==> src/rtl/regfile_mp_sb.sv <==
// ---------------------------------------------------------------------------
// regfile_mp_sb
// Parametrised integer register file with two write ports, NUM_RD
// combinational read ports and an integrated single-bit busy scoreboard.
// The issue stage reserves a destination (sets busy) and writeback clears it.
//
// Parameters:
//   XLEN     data width of each register
//   DEPTH    number of registers (power of two, >= 2)
//   NUM_RD   number of read ports (1..4)
//   ZERO_REG 1: register 0 reads zero, ignores writes and is never busy
//
// Ports:
//   clk, reset_n            clock / asynchronous active-low reset
//   rd_addr, rd_data        packed read ports, port k at [k*AW +: AW] and
//                           [k*XLEN +: XLEN]
//   rd_busy                 busy bit of the register addressed by port k
//   wa_en/addr/data         write port A (ALU writeback)
//   wb_en/addr/data         write port B (load writeback, wins over A)
//   rsv_en, rsv_addr        reserve a destination register
//   rsv_conflict            registered pulse: reservation hit a busy register
//   busy_cnt                registered popcount of the busy vector
//
// Optional build macro:
//   REGFILE_BYPASS_EN       forward same-cycle write data/busy-clear to reads
// ---------------------------------------------------------------------------
module regfile_mp_sb #(
  parameter int XLEN     = 32,
  parameter int DEPTH    = 32,
  parameter int NUM_RD   = 2,
  parameter int ZERO_REG = 1,
  localparam int AW      = $clog2(DEPTH)
) (
  input  logic                   clk,
  input  logic                   reset_n,
  input  logic [NUM_RD*AW-1:0]   rd_addr,
  output logic [NUM_RD*XLEN-1:0] rd_data,
  output logic [NUM_RD-1:0]      rd_busy,
  input  logic                   wa_en,
  input  logic [AW-1:0]          wa_addr,
  input  logic [XLEN-1:0]        wa_data,
  input  logic                   wb_en,
  input  logic [AW-1:0]          wb_addr,
  input  logic [XLEN-1:0]        wb_data,
  input  logic                   rsv_en,
  input  logic [AW-1:0]          rsv_addr,
  output logic                   rsv_conflict,
  output logic [AW:0]            busy_cnt
);

  logic [XLEN-1:0]  regs [DEPTH];
  logic [DEPTH-1:0] busy;
  logic [DEPTH-1:0] busy_nxt;
  logic             wa_ok;
  logic             wb_ok;
  logic             rsv_ok;
  logic             conflict_nxt;
  logic [AW:0]      cnt_nxt;

  // Requests aimed at a hardwired register 0 are dropped up front, so
  // nothing downstream needs to special-case address 0.
  assign wa_ok  = wa_en  && !((ZERO_REG != 0) && (wa_addr  == '0));
  assign wb_ok  = wb_en  && !((ZERO_REG != 0) && (wb_addr  == '0));
  assign rsv_ok = rsv_en && !((ZERO_REG != 0) && (rsv_addr == '0));

  // Next scoreboard state: writes clear first, then the reservation sets,
  // so a reserve to a register being written leaves it busy for the new
  // owner. A conflict is only flagged when the busy bit is not being cleared
  // this cycle. busy_cnt is the popcount of the next vector, so it stays
  // consistent with simultaneous set and clears.
  always_comb begin
    busy_nxt = busy;
    if (wa_ok) busy_nxt[wa_addr] = 1'b0;
    if (wb_ok) busy_nxt[wb_addr] = 1'b0;
    if (rsv_ok) busy_nxt[rsv_addr] = 1'b1;
    conflict_nxt = rsv_ok && busy[rsv_addr]
                   && !(wa_ok && (wa_addr == rsv_addr))
                   && !(wb_ok && (wb_addr == rsv_addr));
    cnt_nxt = '0;
    for (int i = 0; i < DEPTH; i++) begin
      cnt_nxt = cnt_nxt + (AW+1)'(busy_nxt[i]);
    end
  end

  // Scoreboard and its registered status outputs.
  always_ff @(posedge clk or negedge reset_n) begin
    if (!reset_n) begin
      busy         <= '0;
      rsv_conflict <= 1'b0;
      busy_cnt     <= '0;
    end else begin
      busy         <= busy_nxt;
      rsv_conflict <= conflict_nxt;
      busy_cnt     <= cnt_nxt;
    end
  end

  // Register array; port B is written last so it wins on an address clash.
  always_ff @(posedge clk or negedge reset_n) begin
    if (!reset_n) begin
      for (int i = 0; i < DEPTH; i++) begin
        regs[i] <= '0;
      end
    end else begin
      if (wa_ok) regs[wa_addr] <= wa_data;
      if (wb_ok) regs[wb_addr] <= wb_data;
    end
  end

  // Combinational read ports.
  for (genvar k = 0; k < NUM_RD; k++) begin : g_rd
    logic [AW-1:0]   addr;
    logic [XLEN-1:0] data;
    logic            bsy;

    assign addr = rd_addr[k*AW +: AW];

`ifdef REGFILE_BYPASS_EN
    // Forward same-cycle writes (wb over wa over array). A forwarded write
    // also hides the busy bit unless a reservation re-targets the register.
    always_comb begin
      data = regs[addr];
      bsy  = busy[addr];
      if (wb_ok && (wb_addr == addr)) begin
        data = wb_data;
      end else if (wa_ok && (wa_addr == addr)) begin
        data = wa_data;
      end
      if (((wb_ok && (wb_addr == addr)) || (wa_ok && (wa_addr == addr)))
          && !(rsv_ok && (rsv_addr == addr))) begin
        bsy = 1'b0;
      end
    end
`else
    assign data = regs[addr];
    assign bsy  = busy[addr];
`endif

    assign rd_data[k*XLEN +: XLEN] = data;
    assign rd_busy[k]              = bsy;
  end

endmodule
==> config.mk <==
export PLATFORM = sky130hd
export DESIGN_NAME = regfile_mp_sb
export DESIGN_NICKNAME = d
export VERILOG_FILES = /design/src/rtl/regfile_mp_sb.sv
export SDC_FILE = /design/constraint.sdc
export NUM_CORES = 2
export LEC_CHECK = 0
export ABC_AREA = 0
export BUFFER_PORTS_ARGS = -buffer_cell sky130_fd_sc_hd__clkbuf_2
export CAP_MARGIN = 20
export CORE_UTILIZATION = 30
export CTS_BUF_LIST = sky130_fd_sc_hd__clkbuf_4
export DETAILED_ROUTE_END_ITERATION = 8
export HOLD_SLACK_MARGIN = 0.03
export SLEW_MARGIN = 20
export SYNTH_ARGS = -nofsm -noshare
export SYNTH_HDL_FRONTEND = slang
export SYNTH_SLANG_ARGS = --single-unit
export TNS_END_PERCENT = 100
==> constraint.sdc <==
create_clock -name clk -period 5.2 [get_ports clk]
set_clock_uncertainty 0.15 [all_clocks]
set_input_delay 0.52 -clock clk [delete_from_list [all_inputs] [get_ports clk]]
set_output_delay 0.52 -clock clk [all_outputs]
set_load 0.01 [all_outputs]
==> impl_metrics.ini <==
[power_and_ir_drop]
power_density_nw_per_um2 = 403
totalPowerFinal_mw = 30.5
peakVddDrop_uv = 624
static_leakage_nw = 33.2

[synthesis]
post_synth_main_area_contributors = sky130_fd_sc_hd__dfrtp_1 (40%), sky130_fd_sc_hd__mux4_2 (23%), sky130_fd_sc_hd__mux2i_1 (11%)
synth_seq_cells = 1063
ys_top_cells_by_count = sky130_fd_sc_hd__dfrtp_1 (1063), sky130_fd_sc_hd__nand2_1 (854), sky130_fd_sc_hd__mux2i_1 (742), sky130_fd_sc_hd__mux4_2 (668), sky130_fd_sc_hd__nor2_1 (610)
number_of_cells_produced_by_synthesis = 6028
avgSynthCellArea_um2 = 10.9
synthFlopType = sky130_fd_sc_hd__dfrtp_1
yosysUniqueCellTypes = 50
synth.yosys.warnings = 0
yosysTopAreaCellShare = 0.403
synth_largest_area_cell = sky130_fd_sc_hd__dfrtp_1
mappedNetlistArea_um2 = 66000
synth_seq_area_share = 0.403
postSynth.asyncResetShare = 1.00
net_count_of_the_mapped_netlist = 6153
synth_most_common_cell = sky130_fd_sc_hd__dfrtp_1
synth_enable_flop_cells = 0

[finish]
syn_to_final_growth_pct = 14.8
layout.filler_cells = 21600
layout-drive-gt1-share = 0.275
postLayoutCoreUtil = 0.348
final_nets = 6323
final_design_area_no_fill_um2 = 75700

[setup_path]
critPathRequiredTime_ns = 6.21
path_length_in_cells_of_the_critical_path = 22
crit_path_largest_cell_delay_ns = 0.55
ff2ff_path_depth = 18
timing.critical_path.mode_cell = sky130_fd_sc_hd__fa_1
path_buf_inv = 8
rrSetupSlack_ns = 0.14
critical_path.endpoint_type = register
critical_path.endpoint = busy_cnt[4]
critPathLaunchType = primary input
worstSetupPathType = in2reg
path_max_fanout = 6
cp_slowest_cell = sky130_fd_sc_hd__fa_1
crit_arrival_ns = 6.12
r2r_end = busy_cnt[4]
crit_path_cell_trace = dlygate4sd3_1, clkbuf_2, nand4b_1, buf_4, nor2_4, o21a_1, fa_1, fa_1, fa_1, inv_2, fa_1, inv_2, fa_1, fa_1, inv_1, ha_2, inv_2, fa_2, inv_2, a21o_1, a21oi_2, xnor2_1
timing.critical_path.max_delay_family = adder cells
crit-reg2reg-launch = busy[17]
critical_path.startpoint = wa_addr[1]

[die]
initial_core_util = 0.303
die_y_um = 471
die-width_um = 471
placeableCoreArea_um2 = 218000
placement_rows = 171
design.die.area_um2 = 222000
top_level_ports = 167

[sta]
setup-tns-final_ns = 0
tightest_slew_ns = 1.27
setup_viol = 0
slew_violations = 0
fin_crit_sh = 0.983
worst_hold_slack_ns = 0.0426
maxSlewHeadroom = 0.156
timing.final.crit_period_ns = 5.11
rsz0062_at_grt = true
max_clock_freq_mhz = 196
timing.final.hold_violations = 0

[place]
dpl_cell_area_um2 = 70600
finalWeightedCongestion = 0.914
io_buffers = 166
dp_hpwl_um = 155000

[clock_network]
clock_insertion_delay_worst_skew_ns = 1.31
numCtsBuffers = 311
cts_sinks = 1063
clock-root-buffer = sky130_fd_sc_hd__clkbuf_4
clk_transition_reported_paths_ns = 0.06
max-clock-path-buffers = 4
clock_tree_from_tritoncts = done
htreeDepth = 5

[run_status]
status = finished clean

[global_route]
via_count_of_the_first_global_routing_pass = 53600
grt_remaining_overflow = 0
grt_pass1_wl_um = 393000
grt_antenna_before_repair = 22
grt.total_usage = 0.245
grt_max_degree = 133

[route]
post-route-drc-count = 0
drtAntennaViolNets = 0
drt_pre_antenna_iters = 6
drt_iter0_markers = 7228
detail_route.vias_per_cell = 5.84
wire_per_inst_um = 29.8
via_count = 54000
drt_wl_total_um = 275000

[job]
timing.max_cap.violations = 0

[min_path]
min_path_type = in2reg
min_from = wb_addr[3]
sequential cells by signal (all words and copies together), names as in the netlist:
name / flops
regs: 1024
busy_cnt: 6
rsv_conflict: 1
busy: 32
how the worst min path moves through the flow:
stage / endpoint / slack (ns) / depth (start not counted)
floorplan: busy[0] / 0.07 / 0
global placement: regs[1012] / 0.23 / 0
detailed placement: regs[1015] / 0.23 / 0
CTS: regs[185] / 0.16 / 4
global route: busy[7] / 0.02 / 6
finish: busy[7] / 0.04 / 6
cell usage in the layout, fill, tap and decap left out, types with 66 or more instances in the layout:
| master | instances |
|---|---|
| sky130_fd_sc_hd__mux2i_1 | 742 |
| sky130_fd_sc_hd__mux2_2 | 66 |
| sky130_fd_sc_hd__dlygate4sd3_1 | 137 |
| sky130_fd_sc_hd__o21ai_0 | 443 |
| sky130_fd_sc_hd__clkbuf_4 | 450 |
| sky130_fd_sc_hd__buf_4 | 270 |
| sky130_fd_sc_hd__mux4_2 | 668 |
| sky130_fd_sc_hd__clkbuf_2 | 149 |
| sky130_fd_sc_hd__dfrtp_1 | 1063 |
| sky130_fd_sc_hd__nand2_1 | 829 |
| sky130_fd_sc_hd__a31oi_1 | 184 |
| sky130_fd_sc_hd__a21oi_1 | 355 |
| sky130_fd_sc_hd__nor2_1 | 586 |
stage by stage:
| step | std cells | setup slack, ns |
|---|---|---|
| floorplan | 6028 | -0.568 |
| detailed placement | 8598 | -0.760 |
| CTS | 9237 | 0.0648 |
| global placement | 8598 | -0.806 |
| finish | 9248 | 0.0894 |
| global route | 9248 | -0.00858 |
cells by family (layout without fill, tap and decap cells):
family | after synthesis | in the layout | share of synthesized area
AOI/OAI and AO/OA | 1095 | 1095 | 0.0925
xor gates and xnor gates | 13 | 13 | 0.00173
muxes | 1476 | 1476 | 0.352
DFF | 1063 | 1063 | 0.403
buffers and inverters | 787 | 1146 | 0.0490
and+or+nand+nor | 1563 | 1563 | 0.0933
other | 0 | 7 | 0
adders and majority gates | 31 | 31 | 0.00861
worst reg2reg max path: stages, from the launching register on:
cell	delay, ns
sky130_fd_sc_hd__dfrtp_1	0.40
sky130_fd_sc_hd__a32o_2	0.30
sky130_fd_sc_hd__fa_1	0.54
sky130_fd_sc_hd__inv_1	0.05
sky130_fd_sc_hd__fa_1	0.45
sky130_fd_sc_hd__fa_1	0.51
sky130_fd_sc_hd__inv_2	0.04
sky130_fd_sc_hd__fa_1	0.55
sky130_fd_sc_hd__inv_2	0.04
sky130_fd_sc_hd__fa_1	0.51
sky130_fd_sc_hd__fa_1	0.42
sky130_fd_sc_hd__inv_1	0.07
sky130_fd_sc_hd__ha_2	0.18
sky130_fd_sc_hd__inv_2	0.04
sky130_fd_sc_hd__fa_2	0.34
sky130_fd_sc_hd__inv_2	0.05
sky130_fd_sc_hd__a21o_1	0.11
sky130_fd_sc_hd__a21oi_2	0.05
sky130_fd_sc_hd__xnor2_1	0.11
area by class of cell:
class / count / area [um^2] / share of cell area
multi-input combinational: 4178 / 36800 / 0.486
sequential: 1063 / 26600 / 0.351
timing repair buffer: 600 / 4940 / 0.0653
tap: 2854 / 3570 / 0.0471
clock buffer: 448 / 3360 / 0.0444
clock inverter: 54 / 288 / 0.00380
inverter: 44 / 165 / 0.00218
antenna: 7 / 17.5 / 0.000231
repair_timing:
action / 4_1_cts / 5_1_grt
setup buffers: 0 / 5
setup endpoints to repair: 0 / 5
hold buffers: 137 / 2
resized for setup: 0 / 22
endpoints found under the hold margin: 1936 / 2
layer usage:
layer,part of all wire,GRT usage
met2,0.45,0.374
met3,0.11,0.0782
met4,0.064,0.144
met5,0.00087,0.00411
met1,0.37,0.302
power by group:
group | leakage, nW | total [mW] | internal (mW) | switching (mW)
Clock | 2.21 | 7.95 | 4.06 | 3.89
Sequential | 13.0 | 12.1 | 10.5 | 1.68
Combinational | 18.0 | 10.4 | 5.72 | 4.73
Total | 33.2 | 30.5 | 20.2 | 10.3
Note: power is estimated with default switching activity, not from simulation.
